==> config.mk <==
export PLATFORM = sky130hd
export DESIGN_NAME = mult_arb_ctrl
export DESIGN_NICKNAME = d
export VERILOG_FILES = /design/src/rtl/mult_arb_ctrl.sv
export SDC_FILE = /design/constraint.sdc
export NUM_CORES = 1
export LEC_CHECK = 0
export CAP_MARGIN = 5
export CORE_MARGIN = 4
export CORE_UTILIZATION = 50
export CTS_CLUSTER_DIAMETER = 50
export CTS_CLUSTER_SIZE = 20
export DETAILED_ROUTE_END_ITERATION = 7
export GPL_TIMING_DRIVEN = 0
export PLACE_DENSITY = 0.83
export SYNTH_ARGS = -nofsm -noshare
export SYNTH_HDL_FRONTEND = slang
export SYNTH_SLANG_ARGS = --single-unit
export TNS_END_PERCENT = 5
==> constraint.sdc <==
create_clock -name clk -period 5.9 [get_ports clk]
set_input_delay 1.77 -clock clk [delete_from_list [all_inputs] [get_ports clk]]
set_output_delay 1.77 -clock clk [all_outputs]
set_load 0.05 [all_outputs]
==> src/rtl/mult_arb_ctrl.sv <==
// Two-requester round-robin front end for a WIDTH-cycle shift-and-add multiplier.
// Optional build macro MULT_EARLY_TERM_EN ends CALC as soon as the remaining multiplier bits are zero.
module mult_arb_ctrl #(
    parameter int WIDTH = 16
) (
    input  logic                 clk,
    input  logic                 reset,
    input  logic                 req0_valid,
    output logic                 req0_ready,
    input  logic [WIDTH-1:0]     req0_a,
    input  logic [WIDTH-1:0]     req0_b,
    input  logic                 req1_valid,
    output logic                 req1_ready,
    input  logic [WIDTH-1:0]     req1_a,
    input  logic [WIDTH-1:0]     req1_b,
    output logic                 res_valid,
    input  logic                 res_ready,
    output logic [2*WIDTH-1:0]   res_z,
    output logic                 res_id,
    output logic                 busy
);

    localparam int CW = $clog2(WIDTH + 1);

    typedef enum logic [1:0] {
        IDLE = 2'd0,
        CALC = 2'd1,
        DONE = 2'd2
    } state_t;

    state_t              state_q, state_d;
    logic [2*WIDTH-1:0]  a_q, a_d;
    logic [WIDTH-1:0]    b_q, b_d;
    logic [2*WIDTH-1:0]  acc_q, acc_d;
    logic [CW-1:0]       cnt_q, cnt_d;
    logic                id_q, id_d;
    logic                ptr_q, ptr_d;
    logic                grant0_s, grant1_s;
    logic                last_s;

    // Arbitration: a lone requester always wins, the pointer breaks ties.
    always_comb begin
        grant0_s = req0_valid & (~req1_valid | ~ptr_q);
        grant1_s = req1_valid & (~req0_valid |  ptr_q);
        if (reset && (state_q == IDLE)) begin
            req0_ready = grant0_s;
            req1_ready = grant1_s;
        end else begin
            req0_ready = 1'b0;
            req1_ready = 1'b0;
        end
    end

    // Final CALC iteration detection; the early exit fires once no set bits of b remain.
    always_comb begin
        last_s = (cnt_q == CW'(WIDTH - 1));
`ifdef MULT_EARLY_TERM_EN
        if (b_q[WIDTH-1:1] == {(WIDTH-1){1'b0}}) begin
            last_s = 1'b1;
        end else begin
            last_s = (cnt_q == CW'(WIDTH - 1));
        end
`endif
    end

    // Next-state and datapath update.
    always_comb begin
        state_d = state_q;
        a_d     = a_q;
        b_d     = b_q;
        acc_d   = acc_q;
        cnt_d   = cnt_q;
        id_d    = id_q;
        ptr_d   = ptr_q;
        case (state_q)
            IDLE: begin
                if (grant0_s) begin
                    a_d     = {{WIDTH{1'b0}}, req0_a};
                    b_d     = req0_b;
                    id_d    = 1'b0;
                    acc_d   = {(2*WIDTH){1'b0}};
                    cnt_d   = {CW{1'b0}};
                    state_d = CALC;
                end else if (grant1_s) begin
                    a_d     = {{WIDTH{1'b0}}, req1_a};
                    b_d     = req1_b;
                    id_d    = 1'b1;
                    acc_d   = {(2*WIDTH){1'b0}};
                    cnt_d   = {CW{1'b0}};
                    state_d = CALC;
                end else begin
                    state_d = IDLE;
                end
            end
            CALC: begin
                if (b_q[0]) begin
                    acc_d = acc_q + a_q;
                end else begin
                    acc_d = acc_q;
                end
                a_d   = {a_q[2*WIDTH-2:0], 1'b0};
                b_d   = {1'b0, b_q[WIDTH-1:1]};
                cnt_d = cnt_q + CW'(1);
                if (last_s) begin
                    state_d = DONE;
                end else begin
                    state_d = CALC;
                end
            end
            DONE: begin
                if (res_ready) begin
                    state_d = IDLE;
                    ptr_d   = ~id_q;
                end else begin
                    state_d = DONE;
                end
            end
            default: begin
                state_d = IDLE;
            end
        endcase
    end

    // State and datapath registers.
    always_ff @(posedge clk or negedge reset) begin
        if (!reset) begin
            state_q <= IDLE;
            a_q     <= {(2*WIDTH){1'b0}};
            b_q     <= {WIDTH{1'b0}};
            acc_q   <= {(2*WIDTH){1'b0}};
            cnt_q   <= {CW{1'b0}};
            id_q    <= 1'b0;
            ptr_q   <= 1'b0;
        end else begin
            state_q <= state_d;
            a_q     <= a_d;
            b_q     <= b_d;
            acc_q   <= acc_d;
            cnt_q   <= cnt_d;
            id_q    <= id_d;
            ptr_q   <= ptr_d;
        end
    end

    assign res_valid = (state_q == DONE);
    assign busy      = (state_q != IDLE);
    assign res_z     = acc_q;
    assign res_id    = id_q;

endmodule

==> results of run 1 <==
[layer usage]
layer	global-route usage [%]	part of all wire (%)	vias to the layer above
met5	0	0	-
met4	7.131	1.8	0
met3	3.720	5.0	26
met2	40.09	50	158
met1	30.80	43	2418
li1	-	-	2356
[worst max path at each step]
stage	startpoint	end	slack (ns)	cells after the start
after detailed placement	req0_valid	req0_ready	-0.40	6
after global placement	reset	req0_ready	-2.37	3
after CTS	req0_valid	req0_ready	0.04	6
after floorplan	req0_valid	req0_ready	1.06	4
after global routing	req0_valid	req0_ready	0.28	6
final	req0_valid	req0_ready	0.43	6
[flip-flops by register name, indices dropped and copies added, names as in the netlist]
| signal | flops |
|---|---|
| state_q | 2 |
| ptr_q | 1 |
| res_z | 32 |
| b_q | 16 |
| a_q | 32 |
| res_id | 1 |
| cnt_q | 5 |
[cell families (layout without fill, tap and decap cells)]
| logic type | after synthesis | in the layout | share of synthesized area [%] |
|---|---|---|---|
| buffers and inverters | 55 | 176 | 3.821 |
| XOR/XNOR | 21 | 21 | 3.363 |
| flip-flops | 89 | 89 | 40.72 |
| AND/OR/NAND/NOR | 133 | 133 | 11.51 |
| adder cells (fa/ha/maj) | 34 | 34 | 7.916 |
| AO/OA/AOI/OAI | 201 | 201 | 25.24 |
| multiplexers | 37 | 37 | 7.435 |
[cells in the mapped netlist (12+ instances only)]
library cell	count	area, µm²
dfrtp_1	89	2227
inv_1	26	97.59
nand2_1	56	210.2
o22ai_1	17	106.4
a22o_1	21	183.9
nor2_1	22	82.58
mux2_2	29	326.6
a21oi_1	27	135.1
o21ai_0	66	330.3
ha_1	33	412.9
o221ai_1	14	122.6
clkbuf_1	27	101.4
xor2_1	12	105.1
[layout make-up]
cell class              instances  share of cell area (%)
multi-input cells             426                   43.93
flip-flops and latches         89                   32.22
repair buffers                106                   15.60
well taps                     136                   2.462
clock buffers                  12                   2.389
plain buffers                  29                   1.629
inverters                      26                   1.412
clock inverters                 3                  0.3620
[where the power goes]
group	internal, mW	switching, mW	leakage (nW)
clock network	0.187	0.226	0.0947
registers	0.905	0.252	1.10
logic	1.14	1.73	1.82
[layout by cell type (no fill, tap or decap), types with 2 or more instances in the layout]
cell type,count
a211o_1,2
a21o_1,6
a21oi_1,26
a22o_1,21
a311oi_1,2
a31o_2,2
a31oi_1,5
a32o_1,2
and2_1,3
and3_1,7
buf_2,2
clkbuf_1,26
clkbuf_8,12
clkdlybuf4s50_1,103
clkinv_4,2
dfrtp_1,89
ha_1,33
inv_1,26
mux2_2,29
mux2i_1,8
nand2_1,56
nand2b_1,5
nand3_1,7
nand4_1,5
nor2_1,22
nor2b_1,7
nor3_1,10
nor3b_1,7
o211ai_1,5
o211ai_2,3
o21a_1,5
o21ai_0,66
o21ai_1,3
o221ai_1,14
o22ai_1,17
o31ai_1,3
xnor2_1,9
xor2_1,12
[what timing repair did]
item / 4_1_cts / 5_1_grt
hold buffers: 0 / 0
gates resized for setup: 2 / 1
setup endpoints to repair: 1 / 1
[stage by stage]
step | instances | area [µm²] | setup slack, ns
final | 827 | 6913 | 0.4337
after global routing | 827 | 6913 | 0.2765
after CTS | 827 | 6910 | 0.03970
after detailed placement | 812 | 6715 | -0.3951
after global placement | 811 | 6690 | -2.368
after floorplan | 570 | 5469 | 1.063
[critical path, cell delays in order]
cell and delay [ns]:
clkdlybuf4s50_1 0.53, inv_1 0.09, a21oi_2 0.31, clkbuf_2 0.38, and3_1 0.20, dlymetal6s2s_1 0.42
==> impl_metrics.tcl, run 1 <==
set metrics [dict create \
    critical_path_required_ns 4.13 \
    max_slew_margin_pct 56.31 \
    reg2reg_setup_slack_ns 3.12 \
    crit-reg2reg-capture "res_z[24]$_DFFE_PN0P_" \
    global_placer_s_final_weighted_congestion 0.8674 \
    postCtsSetupRepairBufs 0 \
    antenna-diode-count 0 \
    max_cap_violations 0 \
    placement_rows 37 \
    final_antenna_violating_net_count 0 \
    run_status "finished, final reports clean" \
    dpl.hpwl_mm 11.00 \
    clk_pin_slew_ns 0.09 \
    synthesis.yosys.warnings 0 \
    r2r_start "res_z[14]$_DFFE_PN0P_" \
    synthesis.area_um2 5469 \
    grt_start_max_net_pins 62 \
    max_slew.worst_pin.slew_ns 0.6530 \
    wirelength_mm 14.86 \
    final-max-slew-violation-count 0 \
    synth-edff-count 0 \
    wl_per_cell_um 17.96 \
    synth-async-reset-ratio_pct 100.0 \
    reg2regPathDepth 10 \
    layout.core_utilization_pct 65.78 \
    wire_length_of_the_first_global_routing_pass_mm 24.47 \
    final_layout_size_suffix_gt1_share_pct 9.407 \
    type_of_the_worst_min_delay_path "register to register" \
    chipHeight_um 112.6 \
    crit_path_start_kind "input port" \
    remaining_drc_errors 0 \
    critical_path.endpoint_type "primary output" \
    design.core.area_um2 10510 \
    setup_viol 0 \
    final_hold_viol_count 0 \
    cts_made_buffers 9 \
    min_period_ns 5.466 \
    worst_hold_startpoint "b_q[13]$_DFFE_PN0P_" \
    seqCellArea_um2 2227 \
    hold_ws_ns 0.4930 \
    worst_ep_arrival_time_ns 3.70 \
    cts.root.buffer_cell "clkbuf_8" \
    power-per-cell-area_nw_per_um2 642.4 \
    chipWidth_um 112.6 \
    io-pin-count 106 \
    synth_flop_cell "dfrtp_1" \
    vias_in_the_first_global_route 4931 \
    flow.area_growth_from_synthesis_pct 26.40 \
    drt-initial-drc-count 322 \
    viasPerCell 5.995 \
    hold_path_end "b_q[13]$_DFFE_PN0P_" \
    ctsLongestPathBuffers 2 \
    mean_area_per_synthesized_cell_um2 9.595 \
    crit_type "input port to primary output" \
    timing.clock.skew_ns 0.009591 \
    ys_seq_area_share_pct 40.72 \
    worstSkewPairLatency_ns 0.37 \
    syn_inst 570 \
    grt.total_usage_pct 23.52 \
    cellLeakagePower_nw 3.022 \
    cts_tree "done" \
    clkSinkCount 89 \
    grt_setup_unrepaired "false" \
    h-tree-depth 3 \
    hold-path-cell-count 2 \
    synth_fp_nets 673 \
    gr-total-overflow 0 \
    vias 4958 \
    synth_seq_cells 89 \
    path_max_fanout 10 \
    multi_input_comb_area_um2 3037 \
    drt-pass1-iter-count 5 \
    timing.final.crit_share_pct 92.65 \
    design_power_total_mw 4.441 \
    num-nets-final 790 \
    max-vdd-ir-drop_mv 0.3755 \
    filler_cell_count 851 \
    setup_tns_ns 0 \
    fp.dieArea_um2 12680 \
    yosysUniqueCellTypes 58 \
    antenna_violations_before_repair 0 \
    maxClockFrequency_mhz 182.9 \
    port_buffers 105 \
    initial_core_util_pct 52.04 \
]
No activity file was read; power rests on OpenSTA's default activity.
==> run 2, diff against run 1 <==
- ABC_CLOCK_PERIOD_IN_PS: default -> 5900
- PLACE_DENSITY: 0.83 -> default
- PLACE_DENSITY_LB_ADDON: default -> 0.2
==> impl_metrics.tcl, run 2 (same netlist as run 1, synthesis figures left out) <==
set metrics [dict create \
    wirelength_mm 14.42 \
    grt_setup_unrepaired "false" \
    min_period_ns 5.495 \
    fp.dieArea_um2 12680 \
    crit_path_start_kind "input port" \
    wire_length_of_the_first_global_routing_pass_mm 24.25 \
    crit_type "input port to primary output" \
    remaining_drc_errors 0 \
    detailedPlace.worstSlack_ns -0.4684 \
    worstSkewPairLatency_ns 0.36 \
    viasPerCell 6.051 \
    final-max-slew-violation-count 0 \
    cts.root.buffer_cell "clkbuf_8" \
    antenna_violations_before_repair 0 \
    io-pin-count 106 \
    h-tree-depth 3 \
    vias_in_the_first_global_route 4945 \
    drt-initial-drc-count 331 \
    critical_path_buf_inv_count 4 \
    postPlaceCellArea_um2 6715 \
    timing.clock.skew_ns 0.01150 \
    run_status "finished, final reports clean" \
    cellLeakagePower_nw 3.012 \
    worst_ep_arrival_time_ns 3.72 \
    drt-pass1-iter-count 5 \
    maxClockFrequency_mhz 182.0 \
    placement_rows 37 \
    final_antenna_violating_net_count 0 \
    cts_tree "done" \
    timing.final.crit_share_pct 93.13 \
    chipHeight_um 112.6 \
    gr-total-overflow 0 \
    power-per-cell-area_nw_per_um2 639.4 \
    clk_pin_slew_ns 0.09 \
    critical_path.endpoint_type "primary output" \
    cpMaxStageDelayCell "clkdlybuf4s50_1" \
    wl_per_cell_um 17.44 \
    max_slew.worst_pin.slew_ns 0.6851 \
    ctsLongestPathBuffers 2 \
    type_of_the_worst_min_delay_path "register to register" \
    max_slew_margin_pct 54.32 \
    initial_core_util_pct 52.04 \
    design.core.area_um2 10510 \
    vias 5004 \
    grt.total_usage_pct 23.11 \
    final_cell_mix "clkdlybuf4s50_1 (103), dfrtp_1 (89), o21ai_0 (66)" \
    final_layout_size_suffix_gt1_share_pct 9.262 \
    final_critical_path_setup_slack_ns 0.4053 \
    port_buffers 105 \
    critical-path-top-delay-family "buffers and inverters" \
    antenna-diode-count 0 \
    max_cap_violations 0 \
    chipWidth_um 112.6 \
    critical_path_required_ns 4.13 \
    stdcell_area_um2 6908 \
    clkSinkCount 89 \
    flow.area_growth_from_synthesis_pct 26.31 \
    setup_viol 0 \
    final_hold_viol_count 0 \
    layout_commonest_cell "clkdlybuf4s50_1" \
    cts_made_buffers 9 \
    num-nets-final 790 \
    global_placer_s_final_weighted_congestion 0.8982 \
    cpPeakStageDelay_ns 0.51 \
    dpl.hpwl_mm 10.84 \
    path_max_fanout 10 \
    grt_start_max_net_pins 61 \
    design_power_total_mw 4.417 \
    max-vdd-ir-drop_mv 0.3897 \
    postCtsSetupRepairBufs 0 \
    path_cells "clkdlybuf4s50_1, inv_1, a21oi_2, clkbuf_2, and3_1, dlymetal6s2s_1" \
]
run 2: changes by cell type in the layout (fill, tap and decap cells not counted):
| cell | previous run | this run |
|---|---|---|
| bufinv_16 | 0 | 1 |
| clkinv_2 | 0 | 1 |
| clkbuf_8 | 12 | 9 |
| clkinv_4 | 2 | 0 |
| clkbuf_1 | 26 | 27 |
| clkinvlp_4 | 1 | 3 |
run 2: tightest hold or removal path: stages (launching register included):
cell and delay, ns:
dfrtp_1 0.36, nand2_1 0.05, o21ai_0 0.06
run 2: path summary, 6_finish.rpt:
kind	startpoint	end	slack, ns	cells after the start
max	req0_valid	req0_ready	0.41	6
min	b_q[2]$_DFFE_PN0P_	b_q[2]$_DFFE_PN0P_	0.50	2
max reg2reg	a_q[14]$_DFFE_PN0P_	res_z[24]$_DFFE_PN0P_	3.13	10
min reg2reg	b_q[2]$_DFFE_PN0P_	b_q[2]$_DFFE_PN0P_	0.50	2
max in group asynchronous	reset	res_z[1]$_DFFE_PN0P_	3.91	2
min in group asynchronous	reset	res_z[15]$_DFFE_PN0P_	1.34	1
run 2: layer usage:
| metal | global-route usage, % | vias to the layer above | share of wire [%] |
|---|---|---|---|
| met4 | 8.173 | 0 | 2.5 |
| li1 | - | 2357 | - |
| met2 | 36.85 | 175 | 48 |
| met3 | 4.798 | 34 | 6.7 |
| met1 | 31.23 | 2438 | 43 |
| met5 | 0 | - | 0 |
run 2: final cells by class:
class / instances / area (µm²)
Fill cell: 871 / 3601
Multi-Input combinational cell: 426 / 3037
Sequential cell: 89 / 2227
Timing Repair Buffer: 106 / 1079
Tap cell: 136 / 170.2
Clock buffer: 10 / 127.6
Buffer: 29 / 112.6
Inverter: 26 / 97.59
Clock inverter: 5 / 57.56
run 2: power breakdown:
| part | switching [mW] | total, mW | internal (mW) |
|---|---|---|---|
| registers | 0.244 | 1.15 | 0.905 |
| clock network | 0.220 | 0.413 | 0.193 |
| logic | 1.72 | 2.85 | 1.14 |
run 2: through the flow:
stage          hold slack [ns]  std cells  utilization [%]  setup TNS, ns
2_1_floorplan           0.4502        570                -              0
3_3_place_gp            0.4626        811            63.66         -27.25
3_5_place_dp            0.4740        812            63.90        -0.4684
4_1_cts                 0.4941        827            65.71              0
5_1_grt                 0.5260        827            65.73              0
6_report                0.4972        827            65.73              0
run 2: what timing repair did:
action | CTS | global route
gates resized for setup | 2 | 1
endpoints found under the setup margin | 1 | 1
cloned | 0 | 0
hold buffers | 0 | 0
==> run 3, diff against run 2 <==
- PLACE_DENSITY: default -> 0.81
- PLACE_DENSITY_LB_ADDON: 0.2 -> default
==> impl_metrics.tcl, run 3 (same netlist as run 1, synthesis figures left out) <==
set metrics [dict create \
    path_max_fanout 10 \
    crit-reg2reg-capture "res_z[28]$_DFFE_PN0P_" \
    postCtsSetupRepairBufs 0 \
    power.switching_fraction_pct 49.41 \
    final_cell_mix "clkdlybuf4s50_1 (103), dfrtp_1 (89), o21ai_0 (66)" \
    crit_type "input port to primary output" \
    setup_viol 0 \
    worst_ep_arrival_time_ns 3.71 \
    remaining_drc_errors 0 \
    power_frac_clock_pct 10.7 \
    stdcell_area_um2 6949 \
    design.core.area_um2 10510 \
    vias 5008 \
    max-vdd-ir-drop_mv 0.3623 \
    flow.area_growth_from_synthesis_pct 27.06 \
    chipWidth_um 112.6 \
    max_slew.worst_pin.slew_ns 0.6551 \
    final_antenna_violating_net_count 0 \
    cts_tree "done" \
    grt_start_max_net_pins 68 \
    placement_rows 37 \
    setup.worst_path.end "req0_ready" \
    run_status "finished, final reports clean" \
    timing.final.crit_share_pct 92.82 \
    max_cap_violations 0 \
    vias_in_the_first_global_route 5124 \
    cts_made_buffers 9 \
    reg2reg_setup_slack_ns 3.09 \
    power-per-cell-area_nw_per_um2 650.9 \
    dpl.hpwl_mm 11.28 \
    antenna_violations_before_repair 0 \
    layout.core_utilization_pct 66.13 \
    hold-path-cell-count 2 \
    final_critical_path_setup_slack_ns 0.4235 \
    ctsLongestPathBuffers 2 \
    viasPerCell 6.048 \
    timing.clock.skew_ns 0.007273 \
    crit_path_start_kind "input port" \
    grt.total_usage_pct 23.51 \
    cts.root.buffer_cell "clkbuf_8" \
    antenna-diode-count 0 \
    wirelength_mm 14.83 \
    netSwitchingPower_mw 2.235 \
    cellLeakagePower_nw 3.043 \
    final_layout_size_suffix_gt1_share_pct 9.538 \
    comb_power_share_pct 63.8 \
    cp-startpoint "req0_valid" \
    share_seq_of_total_power_pct 25.5 \
    post_cts_hold_buffer_count 0 \
    seqCellArea_um2 2227 \
    final_hold_viol_count 0 \
    grt_setup_unrepaired "false" \
    global_placer_s_final_weighted_congestion 0.8857 \
    port_buffers 105 \
    num-nets-final 790 \
    design_power_total_mw 4.523 \
    wire_length_of_the_first_global_routing_pass_mm 24.86 \
    min_period_ns 5.477 \
    postPlaceCellArea_um2 6715 \
    cpMaxStageDelayCell "clkdlybuf4s50_1" \
    io-pin-count 106 \
    fp.dieArea_um2 12680 \
    h-tree-depth 3 \
    multi_input_comb_area_um2 3037 \
    clk_pin_slew_ns 0.10 \
    critical_path.endpoint_type "primary output" \
    path_cells "clkdlybuf4s50_1, inv_1, a21oi_2, clkbuf_2, and3_1, dlymetal6s2s_1" \
    detailedPlace.worstSlack_ns -0.4122 \
    type_of_the_worst_min_delay_path "register to register" \
    initial_core_util_pct 52.04 \
    drt-initial-drc-count 282 \
    intPower_mw 2.288 \
    reg2regPathDepth 10 \
    gr-total-overflow 0 \
    clkSinkCount 89 \
    filler_cell_count 855 \
    layout_commonest_cell "clkdlybuf4s50_1" \
    final-max-slew-violation-count 0 \
    maxClockFrequency_mhz 182.6 \
    critical_path_required_ns 4.13 \
    cpPeakStageDelay_ns 0.52 \
    chipHeight_um 112.6 \
    drt-pass1-iter-count 5 \
    r2r_start "res_z[14]$_DFFE_PN0P_" \
    worstSkewPairLatency_ns 0.37 \
    wl_per_cell_um 17.92 \
    max_slew_margin_pct 56.33 \
]
==> run 3: cell count changes in the layout (fill, tap and decap cells not counted) <==
cell,change
bufinv_16,+1
clkbuf_1,-1
clkinv_4,+2
clkinvlp_4,-3
inv_6,+1
inv_8,+1
==> run 3: critical path, delay by kind of cell <==
family                 cells  cell delay, ns
AOI/OAI and AO/OA          1            0.31
buffers and inverters      4            1.42
and+or+nand+nor            1            0.20
==> run 3: routing by layer <==
layer / routed length [µm] / up-vias / global-route usage (%) / share of wire, %
met3: 899 / 29 / 4.043 / 6.1
met4: 293 / 0 / 7.612 / 2.0
met5: 0 / - / 0 / 0
met2: 7424 / 181 / 40.21 / 50
li1: - / 2359 / - / -
met1: 6218 / 2439 / 30.25 / 42
==> run 3: what timing repair did <==
action | 4_1_cts | 5_1_grt
pin swaps | 0 | 0
resized for setup | 2 | 1
endpoints found under the hold margin | 0 | 0
setup endpoints to repair | 1 | 1
==> run 3: worst min-delay path by stage <==
stage                             start                   to  slack, ns
floorplan           b_q[10]$_DFFE_PN0P_  b_q[10]$_DFFE_PN0P_       0.45
global placement    b_q[12]$_DFFE_PN0P_  b_q[12]$_DFFE_PN0P_       0.46
detailed placement   b_q[2]$_DFFE_PN0P_   b_q[2]$_DFFE_PN0P_       0.47
CTS                  b_q[2]$_DFFE_PN0P_   b_q[2]$_DFFE_PN0P_       0.49
global route         res_id$_DFFE_PN0P_    ptr_q$_DFFE_PN0P_       0.52
finish               b_q[2]$_DFFE_PN0P_   b_q[2]$_DFFE_PN0P_       0.49
==> run 3: cell type report <==
cell class              instances  area share (%)
repair buffers                106           15.52
clock inverters                 7           1.476
multi-input cells             426           43.70
flip-flops and latches         89           32.05
clock buffers                   9           1.783
inverters                      26           1.404
well taps                     136           2.449
plain buffers                  29           1.620
==> run 3: power by group through the flow <==
stage          Combinational [mW]  Clock, mW  Sequential (mW)
5_1_grt                      3.18      0.511             1.19
4_1_cts                      2.87      0.489             1.15
6_report                     2.88      0.486             1.15
3_5_place_dp                 2.85          0             1.16
3_3_place_gp                 2.73          0             1.15
2_1_floorplan                1.77          0             1.43
==> run 3: stage by stage <==
| step | cells | hold WS [ns] | TNS [ns] |
|---|---|---|---|
| after floorplan | 570 | 0.4502 | 0 |
| after global placement | 811 | 0.4629 | -22.56 |
| after detailed placement | 812 | 0.4710 | -0.4122 |
| after CTS | 828 | 0.4944 | 0 |
| after global routing | 828 | 0.5195 | 0 |
| final | 828 | 0.4932 | 0 |
